### config.mk
export PLATFORM = sky130hd
export DESIGN_NAME = tf32_from_fp32_cvt
export DESIGN_NICKNAME = d
export VERILOG_FILES = /design/src/rtl/tf32_pkg.sv /design/src/rtl/tf32_rne_round.sv /design/src/rtl/tf32_from_fp32_cvt.sv
export SDC_FILE = /design/constraint.sdc
export NUM_CORES = 1
export LEC_CHECK = 0
export BUFFER_PORTS_ARGS = -buffer_cell sky130_fd_sc_hd__buf_2
export CORE_MARGIN = 4
export CORE_UTILIZATION = 47
export CTS_CLUSTER_DIAMETER = 120
export DETAILED_ROUTE_END_ITERATION = 8
export GPL_TIMING_DRIVEN = 1
export PLACE_DENSITY = 0.85
export SLEW_MARGIN = 10
export SYNTH_ARGS = -nofsm -noshare
export SYNTH_HDL_FRONTEND = slang
export SYNTH_SLANG_ARGS = --single-unit
export TNS_END_PERCENT = 50
### constraint.sdc
create_clock -name clk -period 2.75 [get_ports clk]
set_clock_uncertainty 0.2 [all_clocks]
set_input_delay 0.1375 -clock clk [delete_from_list [all_inputs] [get_ports clk]]
set_output_delay 0.1375 -clock clk [all_outputs]
set_load 0.02 [all_outputs]
### src/rtl/tf32_pkg.sv
`default_nettype none
// ============================================================================
// Module      : tf32_pkg
// Description : Shared widths, constants, field structs and number classes
//               for the FP32 -> TF32 conversion and TF32 arithmetic datapath.
// Revision    : 1.0 - initial release
// ============================================================================
package tf32_pkg;

    localparam int FP32_W     = 32;
    localparam int TF32_W     = 19;
    localparam int EXP_W      = 8;
    localparam int TF32_MAN_W = 10;
    localparam int FP32_MAN_W = 23;

    // Number of FP32 mantissa bits discarded when narrowing to TF32.
    localparam int DROP_W     = FP32_MAN_W - TF32_MAN_W;

    localparam logic [EXP_W-1:0]      TF32_MAX_EXP  = 8'hFE;
    localparam logic [TF32_MAN_W-1:0] TF32_MAX_MAN  = 10'h3FF;
    localparam logic [TF32_W-1:0]     TF32_POS_ZERO = 19'h0;

    typedef struct packed {
        logic                  sign;
        logic [EXP_W-1:0]      exp;
        logic [FP32_MAN_W-1:0] man;
    } fp32_t;

    typedef struct packed {
        logic                  sign;
        logic [EXP_W-1:0]      exp;
        logic [TF32_MAN_W-1:0] man;
    } tf32_t;

    // Datapath number classes: subnormals fold into ZERO, INF/NaN into SPECIAL.
    typedef enum logic [1:0] {
        CLS_NORMAL  = 2'd0,
        CLS_ZERO    = 2'd1,
        CLS_SPECIAL = 2'd2
    } num_class_e;

endpackage : tf32_pkg
`default_nettype wire

### src/rtl/tf32_rne_round.sv
`default_nettype none
// ============================================================================
// Module      : tf32_rne_round
// Description : Combinational round-to-nearest-even of a 10-bit TF32 mantissa
//               given its lsb, guard and sticky bits.
//   i_man      10-bit truncated mantissa
//   i_lsb      mantissa lsb (tie-break bit)
//   i_guard    first discarded bit
//   i_sticky   OR of all remaining discarded bits
//   o_man      rounded mantissa (zero when o_carry is set)
//   o_carry    mantissa overflowed; caller increments the exponent
//   o_inexact  any discarded bit was non-zero
// Revision    : 1.0 - initial release
// ============================================================================
module tf32_rne_round
    import tf32_pkg::*;
(
    input  logic [TF32_MAN_W-1:0] i_man,
    input  logic                  i_lsb,
    input  logic                  i_guard,
    input  logic                  i_sticky,
    output logic [TF32_MAN_W-1:0] o_man,
    output logic                  o_carry,
    output logic                  o_inexact
);

    logic                w_round_up;
    logic [TF32_MAN_W:0] w_mant11;

    // Round up above half, or exactly at half when the kept lsb is odd.
    assign w_round_up = i_guard & (i_sticky | i_lsb);
    assign w_mant11   = {1'b0, i_man} + {{TF32_MAN_W{1'b0}}, w_round_up};

    // On carry-out the low bits are all zero, which is the required mantissa.
    assign o_man      = w_mant11[TF32_MAN_W-1:0];
    assign o_carry    = w_mant11[TF32_MAN_W];
    assign o_inexact  = i_guard | i_sticky;

endmodule : tf32_rne_round
`default_nettype wire

### src/rtl/tf32_from_fp32_cvt.sv
`default_nettype none
// ============================================================================
// Module      : tf32_from_fp32_cvt
// Description : Two-stage streaming FP32 -> TF32 converter (RNE rounding,
//               no INF/NaN/subnormal; specials and overflow saturate to max
//               finite, zeros/subnormals flush to zero) with valid/ready
//               backpressure on both sides.
//   clk, rst          clock and synchronous active-high reset
//   in_valid/ready    input handshake; in_data is an FP32 word
//   out_valid/ready   output handshake; out_data is a TF32 word
//   out_inexact       discarded mantissa bits were non-zero
//   out_sat           result saturated to max finite
//   Optional (TF32_CVT_STATS_EN): cnt_clr input, saturating cnt_words,
//   cnt_inexact, cnt_sat counters of output handshakes.
// Revision    : 1.0 - initial release
// ============================================================================
module tf32_from_fp32_cvt
    import tf32_pkg::*;
#(
    parameter int CNT_W          = 16,
    parameter bit KEEP_ZERO_SIGN = 1'b0
) (
    input  logic              clk,
    input  logic              rst,
    input  logic              in_valid,
    output logic              in_ready,
    input  logic [FP32_W-1:0] in_data,
    output logic              out_valid,
    input  logic              out_ready,
    output logic [TF32_W-1:0] out_data,
    output logic              out_inexact,
`ifdef TF32_CVT_STATS_EN
    input  logic              cnt_clr,
    output logic [CNT_W-1:0]  cnt_words,
    output logic [CNT_W-1:0]  cnt_inexact,
    output logic [CNT_W-1:0]  cnt_sat,
`endif
    output logic              out_sat
);

    // ------------------------------------------------------------------
    // Stage enables
    // ------------------------------------------------------------------
    logic s1_valid_q, s1_valid_d;
    logic out_valid_q, out_valid_d;
    logic w_s1_en;
    logic w_s2_en;

    assign w_s2_en  = !out_valid_q || out_ready;
    assign w_s1_en  = !s1_valid_q || w_s2_en;
    assign in_ready = w_s1_en;

    // ------------------------------------------------------------------
    // Stage 1: classify and capture rounding inputs
    // ------------------------------------------------------------------
    fp32_t                 w_in;
    logic                  s1_sign_q,   s1_sign_d;
    logic [EXP_W-1:0]      s1_exp_q,    s1_exp_d;
    logic [TF32_MAN_W-1:0] s1_man_q,    s1_man_d;
    logic                  s1_lsb_q,    s1_lsb_d;
    logic                  s1_guard_q,  s1_guard_d;
    logic                  s1_sticky_q, s1_sticky_d;
    logic                  s1_mnz_q,    s1_mnz_d;
    num_class_e            s1_cls_q,    s1_cls_d;

    assign w_in = fp32_t'(in_data);

    always_comb begin
        s1_valid_d  = s1_valid_q;
        s1_sign_d   = s1_sign_q;
        s1_exp_d    = s1_exp_q;
        s1_man_d    = s1_man_q;
        s1_lsb_d    = s1_lsb_q;
        s1_guard_d  = s1_guard_q;
        s1_sticky_d = s1_sticky_q;
        s1_mnz_d    = s1_mnz_q;
        s1_cls_d    = s1_cls_q;
        if (w_s1_en) begin
            s1_valid_d = in_valid;
        end
        if (w_s1_en && in_valid) begin
            s1_sign_d   = w_in.sign;
            s1_exp_d    = w_in.exp;
            s1_man_d    = w_in.man[FP32_MAN_W-1:DROP_W];
            s1_lsb_d    = w_in.man[DROP_W];
            s1_guard_d  = w_in.man[DROP_W-1];
            s1_sticky_d = |w_in.man[DROP_W-2:0];
            // Needed only for the zero class, where all 23 bits are dropped.
            s1_mnz_d    = |w_in.man;
            if (w_in.exp == '0) begin
                s1_cls_d = CLS_ZERO;
            end else if (w_in.exp == '1) begin
                s1_cls_d = CLS_SPECIAL;
            end else begin
                s1_cls_d = CLS_NORMAL;
            end
        end
    end

    always_ff @(posedge clk) begin
        if (rst) begin
            s1_valid_q  <= 1'b0;
            s1_sign_q   <= 1'b0;
            s1_exp_q    <= '0;
            s1_man_q    <= '0;
            s1_lsb_q    <= 1'b0;
            s1_guard_q  <= 1'b0;
            s1_sticky_q <= 1'b0;
            s1_mnz_q    <= 1'b0;
            s1_cls_q    <= CLS_ZERO;
        end else begin
            s1_valid_q  <= s1_valid_d;
            s1_sign_q   <= s1_sign_d;
            s1_exp_q    <= s1_exp_d;
            s1_man_q    <= s1_man_d;
            s1_lsb_q    <= s1_lsb_d;
            s1_guard_q  <= s1_guard_d;
            s1_sticky_q <= s1_sticky_d;
            s1_mnz_q    <= s1_mnz_d;
            s1_cls_q    <= s1_cls_d;
        end
    end

    // ------------------------------------------------------------------
    // Stage 2: apply rounding and class rules, register outputs
    // ------------------------------------------------------------------
    logic [TF32_MAN_W-1:0] w_rnd_man;
    logic                  w_rnd_carry;
    logic                  w_rnd_inexact;
    logic [EXP_W-1:0]      w_exp_out;
    logic [TF32_W-1:0]     w_sat_word;

    tf32_rne_round u_rne_round (
        .i_man     (s1_man_q),
        .i_lsb     (s1_lsb_q),
        .i_guard   (s1_guard_q),
        .i_sticky  (s1_sticky_q),
        .o_man     (w_rnd_man),
        .o_carry   (w_rnd_carry),
        .o_inexact (w_rnd_inexact)
    );

    // Normal exponents are at most 0xFE, so the increment cannot wrap.
    assign w_exp_out  = s1_exp_q + {{(EXP_W-1){1'b0}}, w_rnd_carry};
    assign w_sat_word = {s1_sign_q, TF32_MAX_EXP, TF32_MAX_MAN};

    logic [TF32_W-1:0] out_data_q,    out_data_d;
    logic              out_inexact_q, out_inexact_d;
    logic              out_sat_q,     out_sat_d;

    always_comb begin
        out_valid_d   = out_valid_q;
        out_data_d    = out_data_q;
        out_inexact_d = out_inexact_q;
        out_sat_d     = out_sat_q;
        if (w_s2_en) begin
            out_valid_d = s1_valid_q;
        end
        if (w_s2_en && s1_valid_q) begin
            case (s1_cls_q)
                CLS_ZERO: begin
                    out_data_d    = TF32_POS_ZERO;
                    out_data_d[TF32_W-1] = KEEP_ZERO_SIGN ? s1_sign_q : 1'b0;
                    out_inexact_d = s1_mnz_q;
                    out_sat_d     = 1'b0;
                end
                CLS_SPECIAL: begin
                    out_data_d    = w_sat_word;
                    out_inexact_d = 1'b1;
                    out_sat_d     = 1'b1;
                end
                default: begin
                    if (w_exp_out == '1) begin
                        out_data_d    = w_sat_word;
                        out_inexact_d = 1'b1;
                        out_sat_d     = 1'b1;
                    end else begin
                        out_data_d    = {s1_sign_q, w_exp_out, w_rnd_man};
                        out_inexact_d = w_rnd_inexact;
                        out_sat_d     = 1'b0;
                    end
                end
            endcase
        end
    end

    always_ff @(posedge clk) begin
        if (rst) begin
            out_valid_q   <= 1'b0;
            out_data_q    <= '0;
            out_inexact_q <= 1'b0;
            out_sat_q     <= 1'b0;
        end else begin
            out_valid_q   <= out_valid_d;
            out_data_q    <= out_data_d;
            out_inexact_q <= out_inexact_d;
            out_sat_q     <= out_sat_d;
        end
    end

    assign out_valid   = out_valid_q;
    assign out_data    = out_data_q;
    assign out_inexact = out_inexact_q;
    assign out_sat     = out_sat_q;

`ifdef TF32_CVT_STATS_EN
    // ------------------------------------------------------------------
    // Saturating statistics counters; clear wins over increment
    // ------------------------------------------------------------------
    logic [CNT_W-1:0] cnt_words_q,   cnt_words_d;
    logic [CNT_W-1:0] cnt_inexact_q, cnt_inexact_d;
    logic [CNT_W-1:0] cnt_sat_q,     cnt_sat_d;
    logic             w_out_hs;

    assign w_out_hs = out_valid_q && out_ready;

    always_comb begin
        cnt_words_d   = cnt_words_q;
        cnt_inexact_d = cnt_inexact_q;
        cnt_sat_d     = cnt_sat_q;
        if (cnt_clr) begin
            cnt_words_d   = '0;
            cnt_inexact_d = '0;
            cnt_sat_d     = '0;
        end else if (w_out_hs) begin
            if (cnt_words_q != '1) begin
                cnt_words_d = cnt_words_q + CNT_W'(1);
            end
            if (out_inexact_q && (cnt_inexact_q != '1)) begin
                cnt_inexact_d = cnt_inexact_q + CNT_W'(1);
            end
            if (out_sat_q && (cnt_sat_q != '1)) begin
                cnt_sat_d = cnt_sat_q + CNT_W'(1);
            end
        end
    end

    always_ff @(posedge clk) begin
        if (rst) begin
            cnt_words_q   <= '0;
            cnt_inexact_q <= '0;
            cnt_sat_q     <= '0;
        end else begin
            cnt_words_q   <= cnt_words_d;
            cnt_inexact_q <= cnt_inexact_d;
            cnt_sat_q     <= cnt_sat_d;
        end
    end

    assign cnt_words   = cnt_words_q;
    assign cnt_inexact = cnt_inexact_q;
    assign cnt_sat     = cnt_sat_q;
`endif

endmodule : tf32_from_fp32_cvt
`default_nettype wire

### Yosys cells after proc, flatten, opt, wreduce, memory -nomap -nowiden

Index checks and enable logic that the tools add are counted.

| cells by class | value |
|---|---|
| add/sub/neg operators | 2 |
| eq/ne operators | 4 |
| multiplexer cells | 8 |
| bitwise operators | 3 |
| reduce and logical (&&, ||, !) cells | 9 |

Operators by type and width:

| kind | number |
|---|---|
| 19-bit one-hot mux with 2 select lines | 1 |
| 23-bit OR reduction | 1 |
| 18-bit two-way mux | 1 |
| 8-bit == test (second input constant) | 2 |
| 12-bit OR reduction | 1 |
| 10-bit by 1-bit adder with 11-bit output | 1 |
| 8-bit by 1-bit adder with 8-bit output | 1 |
| 8-bit logical NOT | 1 |
| 2-bit two-way mux | 2 |
| 1-bit one-hot mux with 2 select lines | 2 |
| 2-bit by 1-bit == test with 1-bit output (second input constant) | 1 |
| 2-bit == test (second input constant) | 1 |
| 1-bit logical AND | 2 |
| 1-bit logical NOT | 2 |
| 1-bit logical OR | 2 |
| 1-bit two-way mux | 2 |
| 1-bit bitwise OR | 2 |
| 1-bit AND | 1 |

| word-level totals | value |
|---|---|
| bits in registers | 48 |
| input bits | 36 |
| output and inout bits | 23 |
| word-level logic and storage cells | 39 |

### Longest topological paths before layout

| logic depth | value |
|---|---|
| depth after elaboration | 7 |
| gate-level depth with buffers | 13 |
| depth with buffers taken out | 12 |

### Modules after synthesis

From an unflattened synthesis, not the netlist that was laid out.

| second synthesis, totals | value |
|---|---|
| cells, all modules | 257 |
| area, all modules | 2210.9 um^2 |

Modules (own cells, without submodules):

| module | times used | cells each | area each (um^2) |
|---|---|---|---|
| tf32_from_fp32_cvt | 1 | 234 | 2029.4 |
| tf32_rne_round | 1 | 23 | 181.4 |

### Worst setup path after synthesis

Ideal clock, no wire load.

| path | value |
|---|---|
| path kind | register to register |
| start point | register s1_sticky_q |
| end point | register out_data_q[10], in the netlist out_data[10] |
| library setup time | 117 ps |
| arrival time | 2584 ps |
| setup slack | -151 ps |
| cell stages (with the launch flop) | 14 |
| cells stage by stage | dfxtp_1 o21a_1 ha_1 ha_1 nand2_1 nor2_1 ha_1 ha_1 or2b_1 a31o_2 a221oi_2 o2bb2ai_2 buf_6 a32o_1 |

| on the way | value |
|---|---|
| longest elaborated chain between the ends | 7 |

Ends and longest elaborated chain:

| element | RTL line | RTL |
|---|---|---|
| from (decl) | tf32_from_fp32_cvt.sv:62 | `logic s1_sticky_q, s1_sticky_d;` |
| from (signal assigned) | tf32_from_fp32_cvt.sv:118 | `s1_sticky_q <= s1_sticky_d;` |
| 1-bit bitwise OR * | tf32_rne_round.sv:31 | `assign w_round_up = i_guard & (i_sticky \| i_lsb);` |
| 1-bit AND * | tf32_rne_round.sv:31 |  |
| 10-bit by 1-bit adder with 11-bit output * | tf32_rne_round.sv:32 | `assign w_mant11 = {1'b0, i_man} + {{TF32_MAN_W{1'b0}}, w_round_up};` |
| 8-bit by 1-bit adder with 8-bit output * | tf32_from_fp32_cvt.sv:144 | `assign w_exp_out = s1_exp_q + {{(EXP_W-1){1'b0}}, w_rnd_carry};` |
| 8-bit == test | tf32_from_fp32_cvt.sv:173 | `if (w_exp_out == '1) begin` |
| 18-bit two-way mux * | tf32_from_fp32_cvt.sv:173 |  |
| 19-bit one-hot mux with 2 select lines * | tf32_from_fp32_cvt.sv:160 | `case (s1_cls_q)` |
| to (signal assigned) | tf32_from_fp32_cvt.sv:195 | `out_data_q <= out_data_d;` |
| to (decl) | tf32_from_fp32_cvt.sv:147 | `logic [TF32_W-1:0] out_data_q, out_data_d;` |

Every way passes the cells marked *; elsewhere a longest branch is shown, timed or not.
A chain may end at the register's enable or synchronous reset.

### Final worst setup path

| path | value |
|---|---|
| start point | register s1_sticky_q |
| end point | register out_data_q[6], in the netlist out_data[6] |

| on the way | value |
|---|---|
| longest elaborated chain between the ends | 7 |

Ends and longest elaborated chain:

| element | RTL line |
|---|---|
| 1-bit bitwise OR * | tf32_rne_round.sv:31 |
| 1-bit AND * | tf32_rne_round.sv:31 |
| 10-bit by 1-bit adder with 11-bit output * | tf32_rne_round.sv:32 |
| 8-bit by 1-bit adder with 8-bit output | tf32_from_fp32_cvt.sv:144 |
| 8-bit == test | tf32_from_fp32_cvt.sv:173 |
| 18-bit two-way mux * | tf32_from_fp32_cvt.sv:173 |
| 19-bit one-hot mux with 2 select lines * | tf32_from_fp32_cvt.sv:160 |

Marked as above.

==> metrics <==
Post-Synth XOR/XNOR Area=between 3 and 4%; asr flop ratio synth=0%; Synth Area per Inst=8.32 sq um; Setup WS post-layout=-0.0357 ns; Root Driver=clkbuf_8; sequential cell area fraction in the yosys report=40.4%; RSZ-0062 raised after global routing=yes; met1 WL=2800 um; CP max-delay cell=dfxtp_2; GP Congestion=~0.88; H-tree levels=2; Clk Latency, worst-skew pair=0.31 ns; Die Y=78.4 um; count leader, synth=nand2_1; grt ovf=0; std cell rows=25; met2 wire length=2860 um; Post-Route WL=6090 um; # nets final=roughly 410; cell area after synthesis=approximately 2300 sq um; complex-gate fraction of the synthesized area=roughly a quarter; Simple-Gate Fraction of Synth Area=about a fifth; Critical Path, Cell by Cell=o21a_1 > ha_2 > ha_4 > nand2_4 > nor2_4 > ha_4 > ha_4 > or2b_1 > a31o_2 > a221oi_4 > o2bb2ai_4 > buf_6 > a211oi_2; Hold/Removal Path Class=input pin to flip-flop; crit-path max cell delay=0.33 ns; maximum clock frequency=around 360 MHz; Netlist cell types=42; die extent in x=about 78 um; Setup CP Type=flip-flop to flip-flop; DRT antenna net count=0; Tot GR Track Use=between 20% and 30%; Initial DRT Pass Iterations=4; Vias=between 2,000 and 2,500; placed cell areas=2730 sq um; final-report setup violation count=3; core area=between 4000 and 5000 sq um; Required @ worst endpoint=about 2.8 ns; initial antenna violation count=0; most used cell, CP=ha_4; I/O Buffers=58; status=complete, but fails checks; Leak=between 1 and 1.5 nW; routed len/inst=about 14 um; met3 WL post-DR=between 300 and 400 um; # IOs=around 60; WP data arrival=~2.8 ns; PwrDens=between 400 and 500 nW/um^2; Placement Setup Slack=-0.0557 ns; YS warnings=0; Clock Pin Slew Worst Setup and Hold Paths=0.09 ns; post-synth top area share=40.4%; CP startpoint kind=flip-flop; Vias/cell=between 5 and 6; largest net degree at the start of global routing=42; peak supply drop=between 300 and 400 uV; Tmin final=between 2 and 3 ns; mux cell area share after synthesis=0.430%; largest family of logic cells by synthesized area=compound AO/OA/AOI/OAI gates; final instance area=roughly 3200 sq um; Post-synth EDFFs=0; # DRC=0; Top FF cell, synth=dfxtp_1; clock tree buffer depth=2; most frequent cells after synthesis=53 x nand2_1, 51 x a21oi_1, 47 x dfxtp_1, 16 x nor2_1, 11 x clkbuf_1; Post-Syn Nets=323; leading area contributor after synthesis=dfxtp_1; Least-Margin Pin Slew=slightly below 0.8 ns; crit path max fanout=8; max layer used=met4; adder-cell share of the synthesized area=under 10%; vias in the first global route=2,278; failing checks=setup timing; CTS buffer count=5; post-route setup TNS=-0.0575 ns; Detailed Place HPWL=roughly 4000 um; largest cells by area after synthesis=dfxtp_1 40%, a21oi_1 11%, nand2_1 8.5%; antenna cells=0; fill cell count=404; clk sink count=between 40 and 50; global-route wire length before repair=slightly above 10,000 um; initial DRC count=between 200 and 300; Worst slew margin=about 48%; fin crit share=101%; Setup crit end kind=flip-flop; Layout area overhead=35.6%; MaxCap Viol Count=0; CTS tree=built; Syn Inst Count=280; layout cells sized above 1=between 20% and 30%; final hold vios=0; final-report max-slew violation count=0; total die area=6140 sq um; final core area utilization=between 60% and 70%; Yosys reg bits=47; Initial Util=just under 50%
## final timing paths
| kind | from | endpoint | slack, ns | cells past startpoint |
|---|---|---|---|---|
| setup / recovery | s1_sticky_q$_SDFFE_PP0P_ | out_data[6]$_SDFFE_PP0P_ | -0.04 | 13 |
| hold / removal | in_data[3] | s1_mnz_q$_SDFFE_PP0P_ | 0.08 | 4 |
| setup reg to reg | s1_sticky_q$_SDFFE_PP0P_ | out_data[6]$_SDFFE_PP0P_ | -0.04 | 13 |
| hold reg to reg | out_data[14]$_SDFFE_PP0P_ | out_data[14]$_SDFFE_PP0P_ | 0.26 | 2 |
## cell type report
class | count | area, sq um | share of cell area [%]
repair buffers | 99 | 666 | 21.1
well taps | 67 | 83.8 | 2.65
flip-flops and latches | 47 | 945 | 29.9
inverters | 7 | 26.3 | 0.832
clock inverters | 1 | 30.0 | 0.951
multi-input cells | 209 | 1340 | 42.3
clock buffers | 6 | 72.6 | 2.30
## power by group
group / switching [W] / internal (W)
logic: 0.000126 / 0.000108
clock network: 0.000225 / 0.000267
registers: 0.0000301 / 0.000710
## sequential cells by signal, indices dropped and copies added, names as in the netlist
signal       count
out_data        19
s1_man_q        10
s1_exp_q         8
s1_cls_q         2
out_inexact      1
out_sat          1
out_valid        1
s1_guard_q       1
s1_mnz_q         1
s1_sign_q        1
s1_sticky_q      1
s1_valid_q       1
## critical path, delay by kind of cell (launching register included)
kind	cells	cell delay, ns
flops	1	0.33
compound gates	5	1.01
simple gates	3	0.35
buf+inv	1	0.15
fa+ha+maj	4	0.67
## cell families after synthesis
kind of cell    after synthesis
flops                        47
fa+ha+maj                     7
buf+inv                      24
compound gates               85
mux                           1
xor+xnor                     10
simple gates                106
## stage by stage
stage | instances | total power (W) | hold slack (ns)
3_3_place_gp | 403 | 0.000946 | 0.190
4_1_cts | 435 | 0.00147 | 0.0770
3_5_place_dp | 403 | 0.000951 | 0.199
5_1_grt | 436 | 0.00153 | 0.0881
6_report | 436 | 0.00147 | 0.0754
2_1_floorplan | 280 | 0.000878 | 0.0735
## routing by layer
metal,track usage [%],vias up
li1,-,1177
met1,27.6,1102
met3,3.56,10
met4,8.74,0
met5,0,-
met2,34.8,77
## placed cells by master, fill, tap and decap left out, types with 3 or more instances in the layout
cell,netlist,final
clkbuf_8,0,5
o21ai_0,5,4
dlygate4sd3_1,0,24
ha_4,0,3
buf_4,1,15
nor4_1,9,9
a211oi_2,8,8
dfxtp_1,47,44
a311oi_1,5,5
a21oi_1,51,51
inv_1,7,7
nand2_1,53,52
xnor2_1,8,8
dfxtp_2,0,3
nand4_1,8,8
nand3_1,6,6
nor2_1,16,15
buf_2,0,58
ha_1,7,3
## repair_timing
action	CTS	global route
resized for setup	9	6
endpoints found under the setup margin	9	13
buffers inserted	1	1
hold buffers	24	0
hold endpoints to repair	31	0
pin swaps	3	2
Power figures use the tool's default switching activity.
